`src/rtl/imem_if.sv`:
```
// Boot-load and fetch bundle of the instruction memory responder.
// master = host/PC side, slave = responder.
interface imem_if;
    logic        load_en;
    logic        load_valid;
    logic [7:0]  load_byte;
    logic        load_ready;
    logic        load_done;
    logic        req;
    logic [6:0]  addr;
    logic        rsp_valid;
    logic [31:0] rsp_instr;
    logic        rsp_misaligned;

    modport master (
        output load_en, load_valid, load_byte, req, addr,
        input  load_ready, load_done, rsp_valid, rsp_instr, rsp_misaligned
    );

    modport slave (
        input  load_en, load_valid, load_byte, req, addr,
        output load_ready, load_done, rsp_valid, rsp_instr, rsp_misaligned
    );
endinterface

```
`src/rtl/imem_responder.sv`:
```
// Byte-loaded instruction memory with a one-cycle-latency fetch port.
// Loads little-endian bytes in LOAD; serves fetches only in RUN.
module imem_responder #(
    parameter int          DEPTH = 32,
    parameter logic [31:0] NOP   = 32'h00000013
) (
    input  logic   clk,
    input  logic   reset,
    imem_if.slave  bus
);
    typedef enum logic [1:0] {S_WAIT, S_LOAD, S_RUN} state_t;

    state_t      r_state;
    state_t      w_next;
    logic        r_en_q;
    logic [1:0]  r_bcnt;
    logic [4:0]  r_wptr;
    logic [23:0] r_buf;
    logic [31:0] r_mem [DEPTH];
    logic        r_rsp_valid;
    logic        r_rsp_mis;
    logic [31:0] r_rsp_instr;

    logic        w_rise;
    logic        w_load_ready;
    logic        w_load_done;
    logic        w_accept;
    logic        w_word_done;
    logic        w_last;
    logic        w_enter;
    logic        w_fire;
    logic        w_mis;
    logic [4:0]  w_idx;
    logic [31:0] w_word;
    logic [31:0] w_rd;

    assign w_rise      = bus.load_en & ~r_en_q;
    assign w_accept    = bus.load_valid & w_load_ready;
    assign w_word_done = w_accept & (r_bcnt == 2'd3);
    assign w_last      = w_word_done & (r_wptr == 5'(DEPTH - 1));
    assign w_enter     = (r_state != S_LOAD) & (w_next == S_LOAD);
    assign w_word      = {bus.load_byte, r_buf};
    assign w_fire      = bus.req & (r_state == S_RUN);
    assign w_idx       = bus.addr[6:2];
    assign w_mis       = bus.addr[1:0] != 2'b00;
    assign w_rd        = (32'(w_idx) < 32'(DEPTH)) ? r_mem[w_idx] : NOP;

    always_ff @(posedge clk) begin
        if (reset) r_state <= S_WAIT;
        else       r_state <= w_next;
    end

    always_comb begin
        w_next = r_state;
        unique case (r_state)
            S_WAIT:  if (w_rise) w_next = S_LOAD;
            S_LOAD:  if (!bus.load_en || w_last) w_next = S_RUN;
            S_RUN:   if (w_rise) w_next = S_LOAD;
            default: w_next = S_WAIT;
        endcase
    end

    always_comb begin
        w_load_ready = 1'b0;
        w_load_done  = 1'b0;
        unique case (r_state)
            S_LOAD:  w_load_ready = 1'b1;
            S_RUN:   w_load_done  = 1'b1;
            default: ;
        endcase
    end

    // Counters restart on LOAD entry, which also drops any partial word.
    always_ff @(posedge clk) begin
        if (reset) begin
            r_en_q <= 1'b0;
            r_bcnt <= 2'd0;
            r_wptr <= 5'd0;
            r_buf  <= 24'd0;
        end else begin
            r_en_q <= bus.load_en;
            if (w_enter) begin
                r_bcnt <= 2'd0;
                r_wptr <= 5'd0;
            end else if (w_accept) begin
                r_bcnt <= r_bcnt + 2'd1;
                if (w_word_done) r_wptr <= r_wptr + 5'd1;
                else r_buf[{r_bcnt, 3'b000} +: 8] <= bus.load_byte;
            end
        end
    end

    always_ff @(posedge clk) begin
        if (reset) begin
            for (int i = 0; i < DEPTH; i++) r_mem[i] <= NOP;
        end else if (w_word_done && (32'(r_wptr) < 32'(DEPTH))) begin
            r_mem[r_wptr] <= w_word;
        end
    end

    always_ff @(posedge clk) begin
        if (reset) begin
            r_rsp_valid <= 1'b0;
            r_rsp_mis   <= 1'b0;
            r_rsp_instr <= 32'd0;
        end else begin
            r_rsp_valid <= w_fire;
            r_rsp_mis   <= w_fire & w_mis;
            r_rsp_instr <= !w_fire ? 32'd0 : (w_mis ? NOP : w_rd);
        end
    end

    assign bus.load_ready     = w_load_ready;
    assign bus.load_done      = w_load_done;
    assign bus.rsp_valid      = r_rsp_valid;
    assign bus.rsp_instr      = r_rsp_instr;
    assign bus.rsp_misaligned = r_rsp_mis;
endmodule

```
`src/flat_wrapper.sv`:
```
// flat-port wrapper written by rule: the top's interface ports become plain ports
module imem_responder_flat 
#(
    parameter int          DEPTH = 32,
    parameter logic [31:0] NOP   = 32'h00000013
)
  (clk, reset, bus_load_en, bus_load_valid, bus_load_byte, bus_req, bus_addr, bus_load_ready, bus_load_done, bus_rsp_valid, bus_rsp_instr, bus_rsp_misaligned);
  imem_if bus_i ();
  input  logic clk;
  input  logic reset;
  input wire logic [$bits(bus_i.load_en)-1:0] bus_load_en;
  input wire logic [$bits(bus_i.load_valid)-1:0] bus_load_valid;
  input wire logic [$bits(bus_i.load_byte)-1:0] bus_load_byte;
  input wire logic [$bits(bus_i.req)-1:0] bus_req;
  input wire logic [$bits(bus_i.addr)-1:0] bus_addr;
  output wire logic [$bits(bus_i.load_ready)-1:0] bus_load_ready;
  output wire logic [$bits(bus_i.load_done)-1:0] bus_load_done;
  output wire logic [$bits(bus_i.rsp_valid)-1:0] bus_rsp_valid;
  output wire logic [$bits(bus_i.rsp_instr)-1:0] bus_rsp_instr;
  output wire logic [$bits(bus_i.rsp_misaligned)-1:0] bus_rsp_misaligned;
  assign bus_i.load_en = bus_load_en;
  assign bus_i.load_valid = bus_load_valid;
  assign bus_i.load_byte = bus_load_byte;
  assign bus_i.req = bus_req;
  assign bus_i.addr = bus_addr;
  assign bus_load_ready = bus_i.load_ready;
  assign bus_load_done = bus_i.load_done;
  assign bus_rsp_valid = bus_i.rsp_valid;
  assign bus_rsp_instr = bus_i.rsp_instr;
  assign bus_rsp_misaligned = bus_i.rsp_misaligned;
  imem_responder #(.DEPTH(DEPTH), .NOP(NOP)) u_core (.clk(clk), .reset(reset), .bus(bus_i));
endmodule
```
`config.mk`:
```
export PLATFORM = sky130hd
export DESIGN_NAME = imem_responder_flat
export DESIGN_NICKNAME = d
export VERILOG_FILES = /design/src/rtl/imem_if.sv /design/src/rtl/imem_responder.sv /design/src/flat_wrapper.sv
export SDC_FILE = /design/constraint.sdc
export NUM_CORES = 1
export LEC_CHECK = 0
export CORE_MARGIN = 4
export CORE_UTILIZATION = 30
export CTS_BUF_LIST = sky130_fd_sc_hd__clkbuf_8
export DETAILED_ROUTE_END_ITERATION = 8
export GPL_TIMING_DRIVEN = 0
export PLACE_DENSITY = 0.49
export SYNTH_ARGS = -nofsm -noshare
export SYNTH_HDL_FRONTEND = slang
export SYNTH_SLANG_ARGS = --single-unit
export TNS_END_PERCENT = 20
```
`constraint.sdc`:
```
create_clock -name clk -period 2.5 [get_ports clk]
set_clock_uncertainty 0.05 [all_clocks]
set_input_delay 0.5 -clock clk [delete_from_list [all_inputs] [get_ports clk]]
set_output_delay 0.5 -clock clk [all_outputs]
set_load 0.05 [all_outputs]
```
[Yosys cells after proc, flatten, opt, wreduce, memory -nomap -nowiden]
Memories as Yosys holds them, arrays and structs flattened.
Cells that the tools add are included.
Word-level totals
  output and inout bits: 36
  bits in writable memories: 1024
  word-level logic and storage cells: 58
  register bits after elaboration: 68
  input bits: 20
  memories: 1
Operators by class
  mux-type cells: 15
  bitwise gates (word level): 11
  reductions and logical operators: 11
  shifts and indexed selects: 2
  add/subtract/negate cells: 3
  eq/ne operators: 6
Memory list
  u_core.r_mem: words 32, width 32, rd ports 1, clocked after Yosys merged registers in 0, write ports 32, RTL line imem_responder.sv:19  | logic [31:0] r_mem [DEPTH];
Operators by type and width (number)
  32-bit 2-to-1 mux: 1
  32-bit OR reduction: 1
  24-bit bitwise mux: 1
  8-bit by 7-bit variable shift with 24-bit output, first input constant: 1
  8-bit by 7-bit indexed part select with 24-bit output: 1
  5-bit 2-to-1 mux: 2
  1-bit 2-to-1 mux: 8
  1-bit bitwise AND: 7
  5-bit negator with 7-bit output: 1
  2-bit OR reduction: 3
  5-bit by 1-bit adder with 5-bit output, second input constant: 1
  5-bit == test, second input constant: 1
  2-bit by 1-bit == test with 1-bit output, second input constant: 2
  2-bit == test, second input constant: 2
  2-bit 2-to-1 mux: 2
  1-bit NOT: 4
  2-bit case mux with 2 select lines: 1
  3-bit AND reduction: 1
  3-bit OR reduction: 1
  2-bit by 1-bit adder with 2-bit output, second input constant: 1
  2-bit logical NOT: 1
  2-bit by 1-bit inequality test with 1-bit output, second input constant: 1
  2-bit AND reduction: 1
  2-bit nonzero test: 1
  2 further kinds: 2

[Depth between registers and ports, before layout]
  word-level depth: 12
  depth in mapped cells: 9

[Worst setup path after synthesis]
No wires, ideal clock.
  kind: input to register
  start point: input port reset
  end point: memory u_core.r_mem[10][0], enable pin
  arrival time: 2.055 ns
  library setup time: 0.375 ns
  cell stages on the path: 7
  setup slack: 0.021 ns
  path buffers: 3
  cell sequence: buf_2 > nor2b_1 > nand4_1 > buf_2 > nor2_1 > clkbuf_1 > or2_2
RTL lines
  start, declared: RTL line flat_wrapper.sv:10  | input logic reset;
  end, declared: RTL line imem_responder.sv:19

[Worst setup path in the final report]
  start point: input port bus_addr[5]
  end point: register u_core.r_rsp_instr[30] (netlist: u_core.bus.rsp_instr[30])
On the way
  longest elaborated chain between the ends: 1
RTL lines
  start, declared: RTL line flat_wrapper.sv:15  | input wire logic [$bits(bus_i.addr)-1:0] bus_addr;
  memory 32 x 32 bit
  end signal, assigned: RTL line imem_responder.sv:109  | r_rsp_instr <= !w_fire ? 32'd0 : (w_mis ? NOP : w_rd);
  end, declared: RTL line imem_responder.sv:22  | logic [31:0] r_rsp_instr;
Every way passes these cells.
A chain may end at the register's enable or synchronous reset.

==> impl_metrics.py <==
metrics = {
    "status": {
        "outcome": "finished, violations left",
        "violations": "capacitance limit, setup timing",
    },
    "place": {
        "postPlaceCellArea_um2": 52200,
        "place_congestion": 0.861,
        "dp_slack_ns": -2.42,
        "place_inst": 5425,
        "hpwl_um": 116000,
        "io_buffers": 50,
    },
    "power_and_ir_drop": {
        "internal-power_mw": 29.8,
        "power.share.combinational_pct": 8.1,
        "p_clk_share_pct": 39.5,
        "seqPwrFrac_pct": 52.4,
        "max-vdd-ir-drop_uv": 619,
        "leakagePower_nw": 21.2,
        "swShare_pct": 25.3,
        "switchingPower_mw": 10.1,
        "power_density_nw_per_um2": 675,
    },
    "floorplan": {
        "rows": 147,
        "die_area_um2": 170000,
        "die_h_um": 412,
        "core_um2": 161000,
        "die-width_um": 412,
        "pin_count": 56,
        "start_util_pct": 30.3,
    },
    "clock_tree": {
        "cts.hold.buffers_added": 0,
        "clock_sinks": 1092,
        "cts_max_level": 4,
        "worstSkewPairLatency_ns": 0.96,
        "cts_buffers": 189,
        "root_buffer": "clkbuf_8",
        "cts_buffer_depth": 3,
        "clk_pin_slew_worst_paths_ns": 0.07,
        "tritoncts": "yes",
    },
    "drt": {
        "drtAntennaViolNets": 0,
        "vias_per_cell": 5.17,
        "post_drt_wl_per_cell_um": 32.2,
        "wl_um": 192000,
        "drc": 0,
        "vias": 30900,
        "dr.pass1.iters": 7,
        "detail_route.iter0.violations": 3742,
    },
    "worst_setup_path": {
        "r2r_start": "u_core.r_wptr[3]",
        "critPathKind": "primary input to flip-flop",
        "cp.required_ns": 3.19,
        "crit_arrival_ns": 3.51,
        "crit_path_end_kind": "flip-flop",
        "path_max_fanout": 10,
        "startpoint_type": "primary input",
        "ff2ff_path_depth": 6,
        "timing.rr.end": "u_core.r_mem[3][26]",
        "ff2ff_setup_slack_ns": -0.22,
    },
    "global_route": {
        "grt_overflow_total": 0,
        "track_usage_pct": 22.1,
        "antenna_found_initial": 16,
        "grt_pass1_wl_um": 256000,
        "grt_pass1_vias": 30900,
        "grt_max_degree": 22,
    },
    "sta": {
        "worst_hold_slack_ns": 0.226,
        "fmax_mhz": 355,
        "relSlewSlack_pct": 0.464,
        "fin_crit_sh_pct": 113,
        "worst_slew_pin_slew_ns": 1.49,
        "setup_viol": 149,
        "rsz0062_at_grt": "yes",
        "fin_ws_ns": -0.316,
        "hold_viol": 0,
        "final.min_clock_period_ns": 2.82,
        "totalNegativeSetupSlack_ns": -11.18,
        "drv_slew": 0,
    },
    "logic_synthesis": {
        "ys_seq_area_share_pct": 65.7,
        "synth_area_per_cell_um2": 15.2,
        "ys_warn_count": 0,
        "ys_ff_latch": 1092,
        "synth_cell_types": 55,
        "synth-simple-area-share_pct": 15.2,
        "synth-edff-count": 1024,
        "synth_xor_area_share_pct": 0.0716,
        "syn_inst": 3213,
        "synth.area.top_cells": "edfxtp_1 (63%), and2_1 (12%), mux4_2 (9.1%)",
        "synth_compound_area_share_pct": 3.07,
        "synth_top_area_cell": "edfxtp_1",
        "yosysTopAreaCellShare_pct": 62.9,
        "synthAdderAreaFrac_pct": 0.256,
        "synth.area.mux_share_pct": 12.6,
        "syn-cell-area_um2": 48900,
        "syn-num-nets": 3243,
        "synth_flop_cell": "edfxtp_1",
        "synth_top_family_by_area": "simple AND/OR/NAND/NOR gates",
        "async_flop_share_pct": 0,
    },
    "final_layout": {
        "finalInstanceArea_um2": 59200,
        "fin_cells": 5963,
        "area_growth_pct": 21.1,
        "nNetsFinal": 3660,
        "drive_gt1_share_pct": 22.1,
        "final_common_cell": "edfxtp_1",
        "most-common-layout-cells": "edfxtp_1 (1024), and2_1 (933), clkbuf_8 (221)",
    },
    "min_path": {
        "hold_path_depth": 3,
        "min_from": "reset",
        "min_path_type": "primary input to flip-flop",
        "whs_endpoint": "u_core.r_wptr[0]",
    },
    "flow_run": {
        "drv_cap": 1,
    },
}
cell type report:
cell class	count	area, µm²
Multi-Input combinational cell	1815	15800
Sequential cell	1092	32100
Timing Repair Buffer	198	3040
Antenna cell	10	25.0
Clock buffer	212	2920
Inverter	6	22.5
Tap cell	2160	2700
Buffer	328	1950
Clock inverter	142	634
Fill cell	15400	102000
metrics by stage:
| step | utilization, % | power [mW] |
|---|---|---|
| 6_report | 36.7 | 40.0 |
| 3_5_place_dp | 32.3 | 23.9 |
| 2_1_floorplan | - | 22.7 |
| 5_1_grt | 36.7 | 41.1 |
| 4_1_cts | 36.1 | 40.0 |
| 3_3_place_gp | 32.3 | 23.9 |
registers in the layout, indices dropped and copies added, names as in the netlist:
name                       cells
u_core.r_state                 2
u_core.r_buf                  24
u_core.bus.rsp_valid           1
u_core.bus.rsp_instr          32
u_core.bus.rsp_misaligned      1
u_core.r_bcnt                  2
u_core.r_mem                1024
u_core.r_en_q                  1
u_core.r_wptr                  5
kinds of logic (layout without fill, tap and decap cells):
kind of cell,after synthesis,in the layout
and+or+nand+nor,1217,1247
DFF,1092,1092
muxes,338,338
buffers and inverters,336,886
AOI/OAI and AO/OA,216,216
adders and majority gates,10,10
xor gates and xnor gates,4,4
other,0,10
how the worst max path moves through the flow:
stage / startpoint / to / cells past startpoint
2_1_floorplan: reset / u_core.r_mem[10][0] / 7
5_1_grt: u_core.r_wptr[3] / u_core.r_mem[3][11] / 6
3_5_place_dp: bus_load_valid / u_core.r_mem[22][28] / 6
3_3_place_gp: bus_load_valid / u_core.r_mem[9][29] / 8
4_1_cts: u_core.r_bcnt[1] / u_core.r_mem[30][29] / 7
6_report: bus_addr[5] / u_core.bus.rsp_instr[30] / 5
routing by layer:
layer	routed length, µm	share of wire, %	track usage, %
met1	78900	41	29.8
met2	86600	45	34.0
met3	17100	8.9	5.13
met4	9520	5.0	10.0
met5	0	0	0
synth_stat cells (all sizes together) (2+ instances only):
| cell type | count |
|---|---|
| a211o | 23 |
| a21oi | 51 |
| a221o | 6 |
| a221oi | 52 |
| a22o | 2 |
| a22oi | 16 |
| a31oi | 8 |
| and2 | 934 |
| buf | 77 |
| clkbuf | 253 |
| dfxtp | 68 |
| edfxtp | 1024 |
| ha | 10 |
| inv | 6 |
| mux2i | 122 |
| mux4 | 215 |
| nand2 | 39 |
| nand3 | 31 |
| nand3b | 6 |
| nand4 | 5 |
| nor2 | 47 |
| nor2b | 13 |
| nor3b | 4 |
| o21ai | 30 |
| o22ai | 23 |
| or2 | 32 |
| or3 | 97 |
| or3b | 2 |
| xnor2 | 2 |
| xor2 | 2 |
worst max-delay path, stage by stage:
cell             delay, ns
clkdlybuf4s50_1       0.73
nor2b_1               1.00
clkbuf_1              0.90
a211o_1               0.26
a21oi_1               0.11
timing repair:
item,CTS,global route
resized for setup,220,126
gates cloned,30,4
endpoints found under the setup margin,1837,1634
setup buffers,102,40
pin swaps,14,8
power by group through the flow:
stage / clock network, mW / registers [mW] / logic (mW)
after floorplan: 0 / 21.2 / 1.47
after global placement: 0 / 21.3 / 2.55
after detailed placement: 0 / 21.4 / 2.58
after CTS: 16.0 / 21.0 / 3.08
after global routing: 16.7 / 21.0 / 3.30
final: 15.8 / 20.9 / 3.23
(Power assumes the default switching activity.)
